**src/rtl/seg7_scan_ctrl.sv**
```systemverilog
// seg7_scan_ctrl: time-multiplexed scan controller for a 4-digit
// common-anode 7-segment display.
//
// The display word is double-buffered. A load strobe captures a new value
// into a pending buffer. In SCAN that value becomes visible at the next
// 3->0 digit wrap. In BLANK it becomes visible on the next cycle.
// At the start of each digit slot, all anodes are held off for GUARD cycles
// to suppress ghosting.
//
// Optional feature macro: SEG7_LEADING_ZERO_BLANK_EN
//   When defined, digits 1..3 stay dark for the whole slot when the digit
//   and every digit to its left are zero and the digit's decimal point is off.
//
// Ports:
//   clk         system clock, rising edge
//   reset       asynchronous, active-high reset
//   enable      1 = scan, 0 = display blanked
//   load        1-cycle strobe, captures value_in/dp_in into the pending buffer
//   value_in    four hex nibbles, [3:0] = rightmost digit
//   dp_in       per-digit decimal point, 1 = lit, [0] = rightmost
//   digit_data  nibble for the segment decoder
//   anode       active-low digit enables, [0] = rightmost
//   dp_out      active-low decimal point for the current digit
//   frame_done  1-cycle pulse after each 3->0 digit wrap
module seg7_scan_ctrl #(
    parameter int unsigned SCAN_DIV = 100000,
    parameter int unsigned DIV_W    = 17,
    parameter int unsigned GUARD    = 2
) (
    input  logic        clk,
    input  logic        reset,
    input  logic        enable,
    input  logic        load,
    input  logic [15:0] value_in,
    input  logic [3:0]  dp_in,
    output logic [3:0]  digit_data,
    output logic [3:0]  anode,
    output logic        dp_out,
    output logic        frame_done
);

    localparam int unsigned VAL_W = 16;
    localparam int unsigned DIG_N = 4;
    localparam logic [DIV_W-1:0] DIV_LAST  = DIV_W'(SCAN_DIV - 1);
    localparam logic [DIV_W-1:0] GUARD_CNT = DIV_W'(GUARD);

    typedef enum logic {
        BLANK = 1'b0,
        SCAN  = 1'b1
    } state_t;

    state_t             state, state_nxt;
    logic [DIV_W-1:0]   prescaler, prescaler_nxt;
    logic [1:0]         idx, idx_nxt;
    logic [VAL_W-1:0]   disp_val, disp_val_nxt;
    logic [DIG_N-1:0]   disp_dp, disp_dp_nxt;
    logic [VAL_W-1:0]   pend_val, pend_val_nxt;
    logic [DIG_N-1:0]   pend_dp, pend_dp_nxt;
    logic               pending, pending_nxt;
    logic [3:0]         digit_data_nxt;
    logic [3:0]         anode_nxt;
    logic               dp_out_nxt;
    logic               frame_done_nxt;
    logic               tick;
    logic               wrap;
    logic               commit;
    logic               lz_blank;

    // Digit dark due to leading-zero suppression (never digit 0)
`ifdef SEG7_LEADING_ZERO_BLANK_EN
    always_comb begin
        lz_blank = 1'b0;
        case (idx)
            2'd1:    lz_blank = (disp_val[15:4]  == 12'h000) && !disp_dp[1];
            2'd2:    lz_blank = (disp_val[15:8]  == 8'h00)   && !disp_dp[2];
            2'd3:    lz_blank = (disp_val[15:12] == 4'h0)    && !disp_dp[3];
            default: lz_blank = 1'b0;
        endcase
    end
`else
    assign lz_blank = 1'b0;
`endif

    // Next state, prescaler/index stepping, buffer commit and output decode
    always_comb begin
        state_nxt      = state;
        prescaler_nxt  = prescaler;
        idx_nxt        = idx;
        disp_val_nxt   = disp_val;
        disp_dp_nxt    = disp_dp;
        pend_val_nxt   = pend_val;
        pend_dp_nxt    = pend_dp;
        pending_nxt    = pending;
        tick           = 1'b0;
        wrap           = 1'b0;
        commit         = 1'b0;
        digit_data_nxt = disp_val[{idx, 2'b00} +: 4];
        anode_nxt      = 4'b1111;
        dp_out_nxt     = 1'b1;

        case (state)
            BLANK: begin
                prescaler_nxt = '0;
                idx_nxt       = '0;
                commit        = pending;
                if (enable) begin
                    state_nxt = SCAN;
                end
            end
            SCAN: begin
                dp_out_nxt = ~disp_dp[idx];
                if ((prescaler >= GUARD_CNT) && !lz_blank) begin
                    anode_nxt = ~(4'b0001 << idx);
                end
                if (!enable) begin
                    // Leaving scan discards the slot in progress, so no tick or wrap
                    state_nxt     = BLANK;
                    prescaler_nxt = '0;
                    idx_nxt       = '0;
                end else begin
                    tick   = (prescaler == DIV_LAST);
                    wrap   = tick && (idx == 2'd3);
                    commit = wrap && pending;
                    if (tick) begin
                        prescaler_nxt = '0;
                        idx_nxt       = idx + 2'd1;
                    end else begin
                        prescaler_nxt = prescaler + DIV_W'(1);
                    end
                end
            end
            default: state_nxt = BLANK;
        endcase

        // Commit first, so a load in the same cycle refills the pending buffer
        if (commit) begin
            disp_val_nxt = pend_val;
            disp_dp_nxt  = pend_dp;
            pending_nxt  = 1'b0;
        end
        if (load) begin
            pend_val_nxt = value_in;
            pend_dp_nxt  = dp_in;
            pending_nxt  = 1'b1;
        end

        frame_done_nxt = wrap;
    end

    // State and output registers
    always_ff @(posedge clk or posedge reset) begin
        if (reset) begin
            state      <= BLANK;
            prescaler  <= '0;
            idx        <= '0;
            disp_val   <= '0;
            disp_dp    <= '0;
            pend_val   <= '0;
            pend_dp    <= '0;
            pending    <= 1'b0;
            digit_data <= '0;
            anode      <= 4'b1111;
            dp_out     <= 1'b1;
            frame_done <= 1'b0;
        end else begin
            state      <= state_nxt;
            prescaler  <= prescaler_nxt;
            idx        <= idx_nxt;
            disp_val   <= disp_val_nxt;
            disp_dp    <= disp_dp_nxt;
            pend_val   <= pend_val_nxt;
            pend_dp    <= pend_dp_nxt;
            pending    <= pending_nxt;
            digit_data <= digit_data_nxt;
            anode      <= anode_nxt;
            dp_out     <= dp_out_nxt;
            frame_done <= frame_done_nxt;
        end
    end

endmodule

```
**config.mk**
```make
export PLATFORM = sky130hd
export DESIGN_NAME = seg7_scan_ctrl
export DESIGN_NICKNAME = d
export VERILOG_FILES = /design/src/rtl/seg7_scan_ctrl.sv
export SDC_FILE = /design/constraint.sdc
export NUM_CORES = 1
export LEC_CHECK = 0
export CAP_MARGIN = 20
export CELL_PAD_IN_SITES_DETAIL_PLACEMENT = 1
export CELL_PAD_IN_SITES_GLOBAL_PLACEMENT = 2
export CORE_MARGIN = 3
export CORE_UTILIZATION = 49
export CTS_BUF_LIST = sky130_fd_sc_hd__clkbuf_8
export DETAILED_ROUTE_END_ITERATION = 10
export DONT_BUFFER_PORTS = 1
export HOLD_SLACK_MARGIN = 0.08
export MAX_ROUTING_LAYER = met4
export PLACE_DENSITY_LB_ADDON = 0.25
export SLEW_MARGIN = 20
export SYNTH_ARGS = -nofsm -noshare
export SYNTH_HDL_FRONTEND = slang
export SYNTH_SLANG_ARGS = --single-unit
export TNS_END_PERCENT = 100
```
**constraint.sdc**
```tcl
create_clock -name clk -period 6.7 [get_ports clk]
set_input_delay 0.335 -clock clk [delete_from_list [all_inputs] [get_ports clk]]
set_output_delay 0.335 -clock clk [all_outputs]
set_load 0.05 [all_outputs]
```
* Word level (Yosys, flattened, before mapping) *
Index checks and enable logic that the tools add are counted.

storage, ports and cells
  bits in registers = 71
  input bits = 24
  output and inout port bits = 10
  logic and storage cells = 45

cells by class
  $add $sub $neg = 2
  order comparisons = 2
  equality and inequality tests = 3
  shift-type cells = 2
  multiplexer cells = 18
  bitwise gates (word level) = 3
  reductions and logical operators = 3

operators by type and width
  cell                     number
  $mux W17                 2
  $pmux W17 S2             1
  $add A17 B1 Y17 const B  1
  $eq A17 B17 Y1 const B   1
  $ge A17 B2 Y1 const B    1
  $shiftx A16 B5 Y4        1
  $mux W1                  8
  $mux W4                  2
  $mux W2                  2
  $not A4 Y4               1
  $pmux W2 S2              1
  $shl A1 B2 Y4 const A    1
  $lt A2 B3 Y1 const B     1
  $ne A3 B2 Y1 const B     1
  $add A2 B1 Y2 const B    1
  $bmux W1 S2              1
  $eq A2 B2 Y1 const B     1
  $logic_and A1 B1 Y1      2
  $not A1 Y1               2
  $pmux W1 S2              1
  $reduce_bool A2 Y1       1

* Longest topological paths before layout *
Gate-level depths: netlist of the first run.

  depth after elaboration = 7
  depth in mapped cells = 7
  mapped depth without buffers = 6

* Least setup slack after synthesis of the first run *
Ideal clock, no wire load.

  kind = flip-flop to flip-flop
  start = register prescaler[1]
  end = register disp_dp[0]
  library setup time = 125 ps
  arrival time = 2161 ps
  required time = 6575 ps
  slack = 4414 ps
  stages on the path, launching flop included = 8
  path buffers = 2
  clock period less this slack = 2286 ps
  cell sequence = dfrtp_1 > ha_1 > nand4_4 > or4_1 > buf_2 > o32ai_4 > buf_6 > mux2_2

on the way
  longest elaborated chain between the ends = 5

ends and longest elaborated chain
  element                 line  source
  start, declared         53    logic [DIV_W-1:0] prescaler, prescaler_nxt;
  start signal, assigned  167   prescaler <= prescaler_nxt;
  $eq A17 B17 Y1          121   tick = (prescaler == DIV_LAST);
  $logic_and A1 B1 Y1     122   wrap = tick && (idx == 2'd3);
  $logic_and A1 B1 Y1     123   commit = wrap && pending;
  $mux W1                 115   if (!enable) begin
  $pmux W1 S2             101   case (state)
  end signal, assigned    170   disp_dp <= disp_dp_nxt;
  end, declared           56    logic [DIG_N-1:0] disp_dp, disp_dp_nxt;

No other way between the ends.
A chain may end at the register's enable or synchronous reset.

* Worst setup path after layout of the first run *
  start = register prescaler[1]
  end = register disp_val[0]

on the way
  longest elaborated chain between the ends = 5

ends and longest elaborated chain
  element               line  source
  $eq A17 B17 Y1        121
  $logic_and A1 B1 Y1   122
  $logic_and A1 B1 Y1   123
  $mux W1               115
  $pmux W1 S2           101
  end signal, assigned  169   disp_val <= disp_val_nxt;
  end, declared         55    logic [VAL_W-1:0] disp_val, disp_val_nxt;

No other way between the ends.

==> results of run 1 <==
-- flip-flops by register name (all words and copies together) (netlist names) --
name and flops:
anode 4, digit_data 4, disp_dp 4, disp_val 16
dp_out 1, frame_done 1, idx 2, pend_dp 4
pend_val 16, pending 1, prescaler 17, state 1
-- per-layer routing --
metal  track usage, %  part of all wire, %  vias to the layer above  wire length (um)
li1                 -                    -                      809                 -
met1             24.3                   48                      904              2680
met2             27.5                   47                       37              2660
met3             4.12                  3.3                        9               187
met4             8.35                  1.9                        0               106
met5                -                    0                        -                 0
-- where the power goes --
| part | total [mW] | switching [mW] | internal (mW) | leakage [nW] |
|---|---|---|---|---|
| clock network | 0.354 | 0.149 | 0.205 | 0.113 |
| logic | 0.0675 | 0.0256 | 0.0418 | 0.354 |
| registers | 0.516 | 0.0441 | 0.472 | 0.869 |
| total | 0.938 | 0.219 | 0.719 | 1.34 |
-- through the flow --
| stage | worst slack [ns] | hold slack [ns] | util (%) |
|---|---|---|---|
| after CTS | 3.79 | 0.104 | 55.6 |
| final | 3.82 | 0.122 | 55.6 |
| after detailed placement | 3.79 | 0.280 | 51.8 |
| after floorplan | 4.41 | 0.366 | - |
| after global placement | 3.88 | 0.269 | 51.8 |
| after global routing | 3.65 | 0.101 | 55.6 |
-- cells by family after synthesis --
family | count (synthesis) | synth area share [%]
AO/OA/AOI/OAI | 8 | 2.48
XOR/XNOR | 15 | 4.34
AND/OR/NAND/NOR | 66 | 10.7
flip-flops | 71 | 58.8
multiplexers | 45 | 18.6
buffers and inverters | 16 | 2.56
adder cells (fa/ha/maj) | 6 | 2.48
-- layout make-up --
type / count / area (um^2) / area share (%)
clock buffers: 9 / 124 / 3.74
inverters: 8 / 30.0 / 0.907
multi-input cells: 140 / 1170 / 35.3
clock inverters: 7 / 83.8 / 2.53
flip-flops and latches: 71 / 1780 / 53.8
repair buffers: 3 / 27.5 / 0.831
well taps: 75 / 93.8 / 2.83
-- Yosys cell counts --
library cell / number
or4_1: 1
o311ai_0: 1
dfstp_2: 5
nor3_1: 6
ha_1: 6
buf_6: 2
o32ai_4: 1
o21bai_2: 1
nor2_1: 22
o21a_1: 1
nand2b_1: 1
mux4_2: 5
mux2_2: 40
xnor2_1: 14
clkbuf_1: 4
nand4_1: 6
nand3_1: 9
inv_1: 8
nor4_1: 8
xor2_1: 1
nand2_1: 12
a21oi_1: 2
buf_2: 2
nand4_4: 1
o21ai_0: 2
dfrtp_1: 66
-- worst reg2reg max path: cells and delay by family (launching register included) --
family	cells	cell delay (ns)
AOI/OAI and AO/OA	1	0.80
DFF	1	0.41
and+or+nand+nor	2	0.86
muxes	1	0.43
adders and majority gates	1	0.28
-- worst max path at each step --
stage	start	to	slack [ns]	cells after the start
final	prescaler[1]	disp_val[0]	3.82	5
after global routing	prescaler[1]	disp_val[13]	3.65	5
after CTS	prescaler[1]	disp_val[0]	3.79	5
after detailed placement	prescaler[1]	disp_val[4]	3.79	5
after global placement	prescaler[1]	disp_val[11]	3.88	5
after floorplan	prescaler[1]	disp_dp[0]	4.41	7
-- what timing repair did --
action | 4_1_cts | 5_1_grt
hold endpoints to repair | 20 | 0
hold buffers | 2 | 0
resized for setup | 0 | 0
setup endpoints to repair | 0 | 0
==> out/metrics.csv, run 1 <==
stage;metric;value;unit
sta;tns;0;ns
synthesis;synthesis.area;3030;um^2
clock_tree;htreeDepth;3;
synthesis;synth_cell_type_count;26;
synthesis;yosys_warnings;0;
hold_path;hp-start;load;
sta;rsz0062_at_grt;false;
sta;slew_violations;0;
hold_path;min_to;pending;
routing;ant_nets;0;
synthesis;ys_seq_area_share;58.8;%
critical_path;reg2reg_from;prescaler[1];
finish;final_common_cell;dfrtp_1;
synthesis;yosysTopAreaCell;dfrtp_1;
hold_path;whs_path_depth;1;
place;place_area;3080;um^2
finish;nets;263;
critical_path;cp.arrival;3.10;ns
clock_tree;clock_path_buffers;2;
floorplan;die_area;7160;um^2
clock_tree;insertion_delay;0.33;ns
synthesis;netlist_instances;227;
critical_path;critPathMaxStageDelay;0.80;ns
sta;max_freq;347;MHz
critical_path;cp-start-kind;flip-flop;
routing;via_per_inst;5.62;
place;post-dp-hpwl;4050;um
sta;fin_worst_skew;0.0108;ns
floorplan;initial_core_util;50.9;%
critical_path;path_max_fanout;20;
synthesis;synth_fp_nets;257;
routing;routedWlPerCell;18.0;um
floorplan;die_h;84.6;um
global_routing;grt_max_degree;48;
global_routing;grt_usage;18.5;%
critical_path;slowest_stage;o32ai_4;
global_routing;overflow;0;
routing;drt_wl_total;5640;um
clock_tree;numClockSinks;71;
floorplan;die_x;84.6;um
routing;drcViolationCount;0;
clock_tree;cts_root_buf;clkbuf_8;
finish;drive_gt1_share;28.6;%
clock_tree;clk_pin_slew;0.08;ns
critical_path;cp.required;6.92;ns
finish;syn_to_final_growth;9.29;%
critical_path;path_cells;ha_1 -> nand4_4 -> or4_1 -> o32ai_4 -> mux2_2;
synthesis;netlist_top_cells_area;dfrtp_1, mux2_2, dfstp_2;
global_routing;grt_pass1_vias;1989;
synthesis;ys_ff_latch;71;
synthesis;postSynthAreaPerCell;13.3;um^2
pwr;powerDensity;283;nW/um^2
critical_path;cp_num_buf_inv;0;
clock_tree;cts_tree;built;
place;port_buffers;0;
clock_tree;postCtsSetupRepairBufs;0;
critical_path;ff2ff_path_depth;5;
critical_path;cp_top_family;simple AND/OR/NAND/NOR gates;
sta;hold_violations;0;
pwr;power.static_leakage;1.34;nW
finish;nFillCells;623;
sta;min_period;2.88;ns
place;place_inst;295;
critical_path;critical_path_class;flip-flop to flip-flop;
global_routing;antenna_found_initial;0;
finish;insertedDiodeCount;0;
routing;drt_iter0_markers;76;
synthesis;synth_top_area_share;54.5;%
pwr;finalPower;0.938;mW
critical_path;endpoint_kind;flip-flop;
finish;stdcell_count;313;
finish;mostFrequentLayoutCells;dfrtp_1, mux2_2, nor2_1;
critical_path;rr_endpoint;disp_val[0];
sta;worst_pin_slew;0.912;ns
floorplan;coreArea;5960;um^2
routing;num_vias;1759;
pwr;peakVddDrop;0.169;mV
flow_run;max_cap_viol_count;0;
floorplan;io_pins;34;
hold_path;hp-class;input port to flip-flop;
status;status;complete, no violations;
sta;setup_viol;0;
critical_path;rrSetupSlack;3.82;ns
global_routing;grt_pass1_wl;9960;um
floorplan;placementRows;28;
place;place_congestion;0.824;
sta;finalCritPeriodShare;43.0;%
finish;fin_area;3310;um^2
clock_tree;cts_buffers;9;
sta;relSlewSlack;39.2;%
routing;first_pass_iters;4;
No activity file was read; power rests on OpenSTA's default activity.
==> inputs of run 2 (changes only) <==
--- a/config.mk
+++ b/config.mk
@@ -9,7 +9,7 @@
 export CELL_PAD_IN_SITES_DETAIL_PLACEMENT = 1
 export CELL_PAD_IN_SITES_GLOBAL_PLACEMENT = 2
 export CORE_MARGIN = 3
-export CORE_UTILIZATION = 49
+export CORE_UTILIZATION = 45
 export CTS_BUF_LIST = sky130_fd_sc_hd__clkbuf_8
 export DETAILED_ROUTE_END_ITERATION = 10
 export DONT_BUFFER_PORTS = 1
==> constraint.sdc (replaced) <==
create_clock -name clk -period 2.7 [get_ports clk]
set_input_delay 0.135 -clock clk [delete_from_list [all_inputs] [get_ports clk]]
set_output_delay 0.135 -clock clk [all_outputs]
set_load 0.05 [all_outputs]
==> run 2 against run 1 <==
Count of clock-buffer cells in the layout increased by 2. Combinational power grew to 3.1 times the previous value. Critical path depth up 1. Core utilization about the same. Hold slack worse by 0.017 ns. Global-route usage increased by 1.1 points. Clock skew is 0.00059 ns lower. Via count increased by 9.0%. Routed wire length rose by 13%. Flip-flop and latch count unchanged. Critical path type unchanged. Critical endpoint is now disp_val[5]. Largest power group unchanged. Highest routed layer unchanged.
==> out/metrics.csv, run 2 (synthesis results as in run 1) <==
stage;metric;value;unit;change
place;post-dp-hpwl;4350;um;+7.3%
floorplan;io_pins;34;;unchanged
sta;min_period;2.46;ns;-0.424 ns
critical_path;critical_path_class;flip-flop to flip-flop;;
sta;setup_slack;0.242;ns;-3.58 ns
clock_tree;postCtsSetupRepairBufs;0;;unchanged
global_routing;grt_pass1_vias;2126;;+6.9%
sta;slew_violations;0;;unchanged
routing;ant_nets;0;;unchanged
routing;drcViolationCount;0;;unchanged
clock_tree;cts_tree;built;;
global_routing;grt_pass1_wl;10800;um;+8.7%
pwr;power.static_leakage;1.45;nW;+8.8%
finish;largest_reg_flops;17;;unchanged
clock_tree;cts_buffers;9;;unchanged
critical_path;slowest_stage;or4_4;;
routing;via_per_inst;5.61;;-0.21%
clock_tree;htreeDepth;3;;unchanged
sta;fin_worst_skew;0.0102;ns;-0.000587 ns
finish;syn_to_final_growth;17.9;%;
clock_tree;insertion_delay;0.35;ns;+0.02 ns
finish;final_common_cell;dfrtp_1;;
clock_tree;clock_path_buffers;2;;unchanged
finish;seqCellArea;1780;um^2;unchanged
finish;insertedDiodeCount;0;;unchanged
sta;finalCritPeriodShare;91.1;%;+48 points
clock_tree;cts_root_buf;clkbuf_8;;
sta;worst_pin_slew;0.972;ns;+0.0607 ns
clock_tree;clk_pin_slew;0.08;ns;about the same
routing;drt_iter0_markers;75;;-1.3%
critical_path;endpoint_kind;flip-flop;;
critical_path;cp-start-kind;flip-flop;;
sta;rsz0062_at_grt;false;;
place;place_area;3130;um^2;+1.5%
sta;tns;0;ns;unchanged
global_routing;grt_max_degree;47;;-2.1%
finish;multi_input_area;1170;um^2;+0.32%
critical_path;cp.required;2.93;ns;-3.99 ns
pwr;finalPower;2.37;mW;+150%
finish;fin_area;3570;um^2;+7.9%
flow_run;max_cap_viol_count;0;;unchanged
routing;num_vias;1918;;+9.0%
floorplan;coreArea;6420;um^2;+7.8%
floorplan;die_area;7750;um^2;+8.2%
global_routing;grt_usage;19.6;%;+1.1 points
finish;nFillCells;645;;+3.5%
critical_path;critPathMaxStageDelay;0.61;ns;-0.19 ns
finish;drive_gt1_share;29.1;%;+0.49 points
floorplan;placementRows;29;;+3.6%
finish;largest_register;prescaler;;
sta;relSlewSlack;35.0;%;-4.3 points
finish;nets;290;;+10%
critical_path;path_cells;ha_1 -> nand4_4 -> or4_4 -> o32ai_4 -> buf_4 -> mux2_2;;
critical_path;cp_top_family;simple AND/OR/NAND/NOR gates;;
pwr;peakVddDrop;0.338;mV;+100%
place;place_congestion;0.833;;+1.0%
finish;top_regs;prescaler: 17 flops, disp_val: 16 flops, pend_val: 16 flops;;
routing;drt_wl_total;6400;um;+13%
floorplan;die_x;88.1;um;+4.0%
floorplan;initial_core_util;47.2;%;-3.7 points
sta;setup_viol;0;;unchanged
finish;mostFrequentLayoutCells;dfrtp_1, mux2_2, dlygate4sd3_1;;
critical_path;cp.arrival;2.69;ns;-0.41 ns
sta;hold_violations;0;;unchanged
clock_tree;numClockSinks;71;;unchanged
hold_path;hp-class;input port to flip-flop;;
pwr;powerDensity;663;nW/um^2;+130%
status;status;complete, no violations;;
sta;max_freq;407;MHz;+17%
floorplan;die_h;88.1;um;+4.0%
place;pre_cts_slack;0.123;ns;-3.67 ns
global_routing;overflow;0;;unchanged
place;port_buffers;0;;unchanged
critical_path;path_max_fanout;12;;-40%
critical_path;cp_num_buf_inv;1;;+1
global_routing;antenna_found_initial;0;;unchanged
sta;hold_ws;0.105;ns;-0.0172 ns
routing;routedWlPerCell;18.7;um;+3.9%
routing;first_pass_iters;5;;+1
==> run 2: cell count changes in the layout (fill, tap and decap cells not counted), sizes merged <==
cell and change:
dlygate4sd3 +21, buf +6, clkbuf +2, bufinv -1
clkinv +1, clkinvlp -1, inv -1
==> run 2: worst reg2reg max path, cell delays in order, from the launching register on <==
cell	delay, ns
dfrtp_1	0.42
ha_1	0.29
nand4_4	0.17
or4_4	0.61
o32ai_4	0.25
buf_4	0.26
mux2_2	0.36
==> run 2: metal layers <==
layer	track usage (%)	up-vias	routed length [um]
met2	32.4	48	3310
met5	-	-	0
met4	10.0	0	172
li1	-	862	-
met3	4.61	14	289
met1	22.2	994	2630
==> run 2: worst paths after layout <==
kind | endpoint | cells after the start | startpoint | slack (ns)
max in group asynchronous | disp_val[3] | 3 | reset | 1.49
worst min-delay path | pending | 3 | enable | 0.10
min in group asynchronous | frame_done | 2 | reset | 0.45
worst max-delay path | disp_val[5] | 6 | prescaler[1] | 0.24
worst max register to register | disp_val[5] | 6 | prescaler[1] | 0.24
worst min register to register | pend_val[3] | 1 | pend_val[3] | 0.51
==> run 2: final cells by class <==
cell class              instances  share of cell area [%]
clock inverters                 5                    1.58
clock buffers                  11                    4.24
repair buffers                 30                    7.91
multi-input cells             140                    32.8
inverters                       8                   0.840
well taps                      77                    2.70
flip-flops and latches         71                    49.9
==> run 2: repair_timing <==
item / in CTS / in global routing
resized for setup: 0 / 1
endpoints found under the hold margin: 64 / 0
setup endpoints to repair: 0 / 8
hold buffers: 23 / 0
==> run 2: stage by stage <==
stage               util, %  cells
finish                 55.6    342
global route           55.6    342
CTS                    55.6    342
detailed placement     48.8    303
global placement       48.8    303
floorplan                 -    227
==> run 2: where the power goes <==
group          internal [mW]  switching [mW]
clock                  0.477           0.400
combinational          0.128          0.0802
sequential              1.17           0.113
